**config.mk**
```make
export PLATFORM = sky130hd
export DESIGN_NAME = sha256_msg_padder
export DESIGN_NICKNAME = d
export VERILOG_FILES = /design/src/rtl/sha256_msg_padder_pkg.sv /design/src/rtl/sha256_msg_padder.sv
export SDC_FILE = /design/constraint.sdc
export NUM_CORES = 1
export LEC_CHECK = 0
export BUFFER_PORTS_ARGS = -buffer_cell sky130_fd_sc_hd__clkbuf_2
export CAP_MARGIN = 25
export CORE_UTILIZATION = 56
export CTS_CLUSTER_SIZE = 16
export DETAILED_ROUTE_END_ITERATION = 7
export MAX_ROUTING_LAYER = met4
export PLACE_DENSITY = 0.85
export SYNTH_ARGS = -nofsm -noshare
export SYNTH_HDL_FRONTEND = slang
export SYNTH_SLANG_ARGS = --single-unit
```
**constraint.sdc**
```tcl
create_clock -name clk -period 7.65 [get_ports clk]
set_clock_uncertainty 0.2 [all_clocks]
set_input_delay 0.765 -clock clk [delete_from_list [all_inputs] [get_ports clk]]
set_output_delay 0.765 -clock clk [all_outputs]
set_load 0.005 [all_outputs]
```
**src/rtl/sha256_msg_padder_pkg.sv**
```systemverilog
// Shared types, constants and helper functions for the SHA-256 message padder.
package sha256_pkg;

   typedef logic [31:0] word_t;

   localparam word_t PAD_ONE            = 32'h8000_0000;
   localparam int    WORDS_PER_BLOCK    = 16;
   // One word for the 0x80 marker plus two words of 64-bit bit length.
   localparam int    PAD_OVERHEAD_WORDS = 3;

   typedef enum logic [2:0] {
      IDLE  = 3'd0,
      REQ   = 3'd1,
      LATCH = 3'd2,
      EMIT  = 3'd3,
      DONE  = 3'd4
   } state_t;

   // Number of 512-bit blocks needed for an n-word message plus padding.
   function automatic int num_blocks(input int n);
      return (n + PAD_OVERHEAD_WORDS + WORDS_PER_BLOCK - 32'sd1) / WORDS_PER_BLOCK;
   endfunction

   // Word k of the padded stream for k >= n: marker, zero fill or the
   // 64-bit message bit length split over the last two words.
   function automatic word_t pad_word(input logic [15:0] k,
                                      input logic [15:0] n,
                                      input logic [15:0] tw);
      logic [63:0] bit_len;
      bit_len = 64'(n) * 64'd32;
      if (k == n) begin
         pad_word = PAD_ONE;
      end else if (k == tw - 16'd2) begin
         pad_word = bit_len[63:32];
      end else if (k == tw - 16'd1) begin
         pad_word = bit_len[31:0];
      end else begin
         pad_word = 32'h0000_0000;
      end
   endfunction

endpackage

```
**src/rtl/sha256_msg_padder.sv**
```systemverilog
// Reads NUM_OF_WORDS words from a synchronous word memory and streams them,
// followed by SHA-256 padding, as 16-word blocks over a valid/ready port.
module sha256_msg_padder
   import sha256_pkg::*;
#(
   parameter int NUM_OF_WORDS = 20
) (
   input  logic        clk,
   input  logic        reset_n,
   input  logic        start,
   input  logic [15:0] message_addr,
   output logic        busy,
   output logic        done,
   output logic        mem_clk,
   output logic        mem_we,
   output logic [15:0] mem_addr,
   input  logic [31:0] mem_read_data,
   output logic        out_valid,
   input  logic        out_ready,
   output logic [31:0] out_word,
   output logic [3:0]  out_widx,
   output logic        out_first,
   output logic        out_last_block,
   output logic        out_last
);

   localparam logic [15:0] MSG_WORDS        = 16'(NUM_OF_WORDS);
   localparam logic [15:0] TOTAL_WORDS      = 16'(WORDS_PER_BLOCK * num_blocks(NUM_OF_WORDS));
   localparam logic [15:0] LAST_BLOCK_START = TOTAL_WORDS - 16'(WORDS_PER_BLOCK);

   state_t      state_r, state_s;
   logic [15:0] k_r, k_s;
   logic [15:0] rd_addr_r, rd_addr_s;
   word_t       out_word_r, out_word_s;
   logic        out_valid_r, out_valid_s;
   logic        handshake_s;

   assign handshake_s = (state_r == EMIT) && out_valid_r && out_ready;

   // Next-state and next-datapath logic; everything holds unless a state acts on it.
   always_comb begin
      state_s     = state_r;
      k_s         = k_r;
      rd_addr_s   = rd_addr_r;
      out_word_s  = out_word_r;
      out_valid_s = out_valid_r;
      case (state_r)
         IDLE: begin
            if (start) begin
               rd_addr_s = message_addr;
               k_s       = 16'd0;
               state_s   = REQ;
            end else begin
               state_s   = IDLE;
            end
         end
         REQ: begin
            state_s = LATCH;
         end
         LATCH: begin
            out_word_s  = mem_read_data;
            out_valid_s = 1'b1;
            state_s     = EMIT;
         end
         EMIT: begin
            if (handshake_s) begin
               if (k_r == TOTAL_WORDS - 16'd1) begin
                  out_valid_s = 1'b0;
                  state_s     = DONE;
               end else if ((k_r + 16'd1) < MSG_WORDS) begin
                  k_s         = k_r + 16'd1;
                  rd_addr_s   = rd_addr_r + 16'd1;
                  out_valid_s = 1'b0;
                  state_s     = REQ;
               end else begin
                  // Pad words come from logic, so they stream back to back.
                  k_s         = k_r + 16'd1;
                  out_word_s  = pad_word(k_r + 16'd1, MSG_WORDS, TOTAL_WORDS);
                  state_s     = EMIT;
               end
            end else begin
               state_s = EMIT;
            end
         end
         DONE: begin
            state_s = IDLE;
         end
         default: begin
            state_s     = IDLE;
            out_valid_s = 1'b0;
         end
      endcase
   end

   // State and datapath registers with asynchronous clear.
   always_ff @(posedge clk or negedge reset_n) begin
      if (!reset_n) begin
         state_r     <= IDLE;
         k_r         <= 16'd0;
         rd_addr_r   <= 16'd0;
         out_word_r  <= 32'h0000_0000;
         out_valid_r <= 1'b0;
      end else begin
         state_r     <= state_s;
         k_r         <= k_s;
         rd_addr_r   <= rd_addr_s;
         out_word_r  <= out_word_s;
         out_valid_r <= out_valid_s;
      end
   end

   // rd_addr only moves on entry to REQ, so the address is stable elsewhere.
   assign mem_addr       = rd_addr_r;
   assign mem_clk        = clk;
   assign mem_we         = 1'b0;
   assign busy           = (state_r != IDLE);
   assign done           = (state_r == DONE);
   assign out_valid      = out_valid_r;
   assign out_word       = out_word_r;
   assign out_widx       = k_r[3:0];
   assign out_first      = (k_r[3:0] == 4'd0);
   assign out_last_block = (k_r >= LAST_BLOCK_START);
   assign out_last       = (k_r == TOTAL_WORDS - 16'd1);

endmodule
```
Word level (Yosys, flattened, before mapping). Cells that the tools add are included. Widths: inputs -> output; s select.

$add $sub $neg: 2. $mul: 0. Div/mod/pow operators: 0. Magnitude comparators: 2. Eq/ne operators: 14. Shift operators: 0. Mux-type cells: 25. Bitwise logic cells: 1. Reduce and logical (&&, ||, !) cells: 12.

Operator list (number): $mux 32 (4); $mux 16 (7); $eq 16x5->1 const B (4); $pmux 16 s2 (2); $pmux 32 s2 (1); $add 16x1->16 const B (2); $mux 10 (2); $ge 16x5->1 const B (1); $lt 16x5->1 const B (1); $pmux 3 s4 (1); $ne 2x2->1 const B (4); $reduce_and 4->1 (2); $eq 3x2->1 const B (2); $mux 3 (2); $reduce_and 5->1 (1); $logic_not 4->1 (1); $mux 1 (4); $reduce_bool 2->1 (2); $eq 3x1->1 const B (1); $eq 3x3->1 const B (1); $logic_not 3->1 (1); $ne 3x2->1 const B (1); $pmux 1 s3 (1); $reduce_and 3->1 (1); other kinds (6) (7).

Register bits: 68. Bits in latches: 0. Bits in writable memories: 0. Bits in read-only memories: 0. Bits of input ports: 52. Output and inout bits: 60. Logic and storage cells: 61. Memories: 0.

Longest topological paths before layout. Gate-level depths: netlist of run 1.

Depth after elaboration: 9. Mapped depth: 11. Gate-level depth less buffers: 8.

==> impl_metrics.ini, run 1 <==
[synth]
ys_ff_latch = 68
yosysSeqAreaShare_pct = 45.1
synth-edff-count = 0
synth.distinct_cells = 59
synthFlopType = dfrtp_1
synth_common_cells = dfrtp_1, o21ai_0, nand2_1, a22o_1, nor2_1
synthCells = 397
syn_area_um2 = 3770
synth_nets = 455
synth_area_leaders = dfrtp_1, a22o_1, o21ai_0
synth_top_area_share_pct = 45.1
synth_warnings = 0
yosysMostFrequentCell = dfrtp_1
synth_top_area_cell = dfrtp_1
postSynthAreaPerCell_um2 = 9.50
postSynth.asyncResetShare_pct = 100

[clock_network]
clk_pin_slew_worst_paths_ns = 0.07
cts_buffer_depth = 2
h-tree-depth = 3
post_cts.repair.setup_buffers = 0
cts_root_buf = clkbuf_8
cts_made_buffers = 9
clk_latency_ns = 0.35
cts_tree = done
hold_buffers = 0
cts.repair.resized = 0

[worst_setup_path]
startpoint_type = clock port
cp_max_fo = 13
startpoint = clk
r2r_start = k_r[1]$_DFFE_PN0P_
r2r_slack_ns = 3.68
crit_required_ns = 6.68
worstSetupEndpointType = output port
r2r-end = out_word[7]$_DFFE_PN0P_
criticalPathCategory = clock port to output port
worstRegToRegCells = 8
cp.arrival_ns = 4.27

[routing]
drt_iter0_drc = 211
ant_nets = 0
vias = 3525
wire_per_inst_um = 15.9
drtPass1Iterations = 6
drc = 28
drt-vias-per-instance = 6.16
wirelength_um = 9110

[floorplan]
die_h_um = 84.1
initial_core_util_pct = 58.7
rows = 29
die-area_um2 = 7060
die_w_um = 84.1
coreArea_um2 = 6420
pin_count = 112

[sta]
fin_tns_setup_ns = 0
worstMarginPinSlew_ns = 0.838
slew_viol_final = 0
setup_viol = 0
rsz0062_at_grt = no
layout_setup_ws_ns = 2.41
slew_headroom_pct = 44.1
hold_violations = 0

[placement]
post-dp-hpwl_um = 6420
dp_slack_ns = 2.77
io_buffers = 110
gp_congestion = 0.935
dp.cells = 556

[final_layout]
final_cells = 572
antenna_cells = 0
drive_above_1_share_pct = 28.9
multi_input_area_um2 = 1840
ff_latch_area_um2 = 1700
finish.net_count = 548
n_fill_cell = 508
area_growth_pct = 18.5

[job]
maxCapViolCount = 0

[pwr]
switchingPower_uw = 531
swShare_pct = 37.2
sequentialPowerShare_pct = 41.3
combinationalPowerShare_pct = 37.6
power_density_nw_per_um2 = 319
power.share.clock_pct = 21.1
ir_drop_mv = 0.164
p_int_uw = 895
leakage_nw = 2.12

[worst_hold_path]
min_path_cells = 1
hp-class = flip-flop to flip-flop
hp-start = out_word[0]$_DFFE_PN0P_
hold_path_end = out_word[0]$_DFFE_PN0P_

[global_route]
antenna_found_initial = 0
grt_pass1_wl_um = 15200
grt_max_degree = 69
grtUsageTotal_pct = 27.7
overflow = 0
grt_pass1_vias = 3223

[outcome]
status = finished with violations
failed_checks = design-rule violations
power by group through the flow:
| stage | combinational [mW] | clock (mW) | sequential [mW] |
|---|---|---|---|
| 6_report | 0.536 | 0.301 | 0.589 |
| 5_1_grt | 0.594 | 0.322 | 0.606 |
| 2_1_floorplan | 0.340 | 0.00847 | 0.581 |
| 3_5_place_dp | 0.536 | 0.00571 | 0.592 |
| 4_1_cts | 0.540 | 0.307 | 0.586 |
| 3_3_place_gp | 0.510 | 0.00571 | 0.588 |
cell usage in the layout (no fill, tap or decap), types with 10 or more instances in the layout:
cell type and instances:
clkbuf_2 109, clkbuf_8 10, inv_1 10, a22o_1 30, nand3_1 21, nor2_1 26
a21oi_1 18, nand2_1 32, o21ai_0 34, dfrtp_1 68
kinds of logic after synthesis:
logic type | share of synthesized area, %
fa+ha+maj | 1.99
flops | 45.1
other cells | 0.0995
buf+inv | 6.07
xor+xnor | 1.16
compound gates | 24.2
simple gates | 19.9
mux | 1.43
sequential cells by signal, summed over array words and instances (netlist names):
| register | cells |
|---|---|
| k_r | 16 |
| mem_addr | 16 |
| out_valid | 1 |
| out_word | 32 |
| state_r | 3 |
per-stage QoR:
stage / util [%] / cell area (µm²) / total power, mW / hold slack [ns]
finish: 69.6 / 4470 / 1.43 / 0.300
detailed placement: 66.4 / 4270 / 1.13 / 0.280
global route: 69.6 / 4470 / 1.52 / 0.313
global placement: 66.2 / 4250 / 1.10 / 0.273
floorplan: - / 3770 / 0.929 / 0.259
CTS: 69.6 / 4470 / 1.43 / 0.305
how the worst max path moves through the flow:
| stage | slack, ns | to |
|---|---|---|
| floorplan | 2.75 | mem_clk |
| global placement | 2.77 | mem_clk |
| detailed placement | 2.77 | mem_clk |
| CTS | 2.40 | mem_clk |
| global route | 2.40 | mem_clk |
| finish | 2.41 | mem_clk |
critical path, stage by stage:
cell,delay (ns)
clkbuf_8,0.16
clkbuf_8,0.17
clkbuf_2,0.11
per-layer routing:
layer	track usage (%)	wire [µm]
met5	-	0
met4	12.1	202
met3	6.73	698
met2	42.3	4300
met1	35.2	3910
final cells by class:
cell class,instances,area share (%)
well taps,77,2.16
clock inverters,5,0.840
flip-flops and latches,68,38.1
clock buffers,12,3.75
repair buffers,112,12.9
inverters,11,1.04
multi-input cells,287,41.2
No activity file was read; power rests on OpenSTA's default activity.
==> run 2, diff against run 1 <==
Settings changed: CORE_UTILIZATION 56 to 52, PLACE_DENSITY 0.85 to 0.79.
Clock period 7.65 ns to 5.5 ns, I/O delays scaled along.
==> run 2 against run 1 <==
  * The run now ends clean
  * Sequential power up 40%
  * Worst setup slack lost 1.0 ns
  * First-iteration DRC count down 0.95%
  * Die area rose by 7.5%
  * Critical path depth rose by 5
  * Wire length increased by 2.7%
  * Largest cell class unchanged
==> impl_metrics.ini, run 2 (synthesis gave the netlist of run 1 again) <==
[sta]
slew_viol_final = 0
period_needed_ns = 4.08
fin_hold_ws_ns = 0.185
rsz0062_at_grt = no
worstMarginPinSlew_ns = 0.849
min_period_over_period_pct = 74.2
fmax_mhz = 245
slew_headroom_pct = 43.4
hold_violations = 0
fin_tns_setup_ns = 0
setup_viol = 0

[floorplan]
die-area_um2 = 7590
pin_count = 112
initial_core_util_pct = 54.6
die_h_um = 87.1
rows = 30
die_w_um = 87.1
coreArea_um2 = 6910

[clock_network]
cts.repair.resized = 0
cts_buffer_depth = 2
hold_buffers = 0
cts_root_buf = clkbuf_8
clk_latency_ns = 0.34
cts_tree = done
post_cts.repair.setup_buffers = 0
clk_pin_slew_worst_paths_ns = 0.08
h-tree-depth = 3
cts_made_buffers = 9

[worst_setup_path]
criticalPathCategory = flip-flop to flip-flop
crit_required_ns = 5.52
worstRegToRegCells = 8
cp_max_fo = 32
cp.arrival_ns = 4.11
worstSetupEndpointType = flip-flop
startpoint_type = flip-flop

[routing]
ant_nets = 0
wirelength_um = 9350
vias = 3527
drtPass1Iterations = 5
drt-vias-per-instance = 5.97
drc = 0
wire_per_inst_um = 15.8
drt_iter0_drc = 209

[final_layout]
n_fill_cell = 620
largest_reg_flops = 32
layout_common_cells = clkbuf_2, dfrtp_1, o21ai_0
finish.net_count = 548
antenna_cells = 0
area_growth_pct = 19.2
final_util_pct = 65.1
final_common_cell = clkbuf_2
drive_above_1_share_pct = 28.9
final_area_um2 = 4490

[global_route]
overflow = 0
grt_pass1_wl_um = 15100
grtUsageTotal_pct = 26.3
grt_pass1_vias = 3211
grt_max_degree = 69
antenna_found_initial = 0

[pwr]
leakage_nw = 2.12
ir_drop_mv = 0.160
power_density_nw_per_um2 = 442

[job]
maxCapViolCount = 0

[placement]
post-dp-hpwl_um = 6630
io_buffers = 110
dpl-instance-area_um2 = 4290
gp_congestion = 0.884

[worst_hold_path]
hp-class = input port to async pin

[outcome]
status = completed
==> run 2: cell count changes in the layout (fill, tap and decap cells not counted), sizes merged <==
cell,change
clkbuf,+1
inv,-1
==> run 2: worst max-delay path, stage by stage, from the launching register on <==
cell and delay (ns):
dfrtp_1 0.53, ha_1 0.40, nand4_1 0.20, nor4_1 0.59, nand4_1 0.16, a22oi_1 0.43, nand3_1 0.27, a31oi_4 0.76
mux2_2 0.41
==> run 2: report_power, final <==
group	leakage, nW	switching [mW]	internal (mW)	total, mW
registers	0.848	0.155	0.668	0.823
logic	1.16	0.379	0.365	0.744
clock network	0.113	0.196	0.221	0.417
==> run 2: layout make-up <==
| cell class | instances | area (µm²) | area share, % |
|---|---|---|---|
| flip-flops and latches | 68 | 1700 | 37.9 |
| multi-input cells | 287 | 1840 | 41.0 |
| clock inverters | 4 | 26.3 | 0.585 |
| repair buffers | 112 | 576 | 12.8 |
| well taps | 96 | 120 | 2.67 |
| inverters | 11 | 46.3 | 1.03 |
| clock buffers | 13 | 181 | 4.04 |
==> run 2: final timing paths <==
check | end | from | slack, ns
max | out_word[31]$_DFFE_PN0P_ | k_r[0]$_DFFE_PN0P_ | 1.42
min | out_word[10]$_DFFE_PN0P_ | reset_n | 0.18
max reg2reg | out_word[31]$_DFFE_PN0P_ | k_r[0]$_DFFE_PN0P_ | 1.42
min reg2reg | out_word[9]$_DFFE_PN0P_ | out_word[9]$_DFFE_PN0P_ | 0.29
max in group asynchronous | k_r[3]$_DFFE_PN0P_ | reset_n | 4.36
min in group clk | out_word[10]$_DFFE_PN0P_ | mem_read_data[10] | 0.23
==> run 2: metal layers <==
layer | track usage, % | vias up | part of all wire (%) | wire [µm]
li1 | - | 1672 | - | -
met1 | 33.8 | 1716 | 45 | 4200
met2 | 41.7 | 132 | 47 | 4410
met3 | 4.83 | 7 | 7.4 | 689
met4 | 9.69 | 0 | 0.59 | 55
met5 | - | - | 0 | 0
==> run 2: stage by stage <==
step | setup slack [ns] | std cells | power [mW]
6_report | 1.42 | 591 | 1.98
5_1_grt | 1.02 | 591 | 2.13
4_1_cts | 1.46 | 591 | 2.00
3_5_place_dp | 1.47 | 575 | 1.58
3_3_place_gp | 1.70 | 574 | 1.54
2_1_floorplan | 1.89 | 397 | 1.29
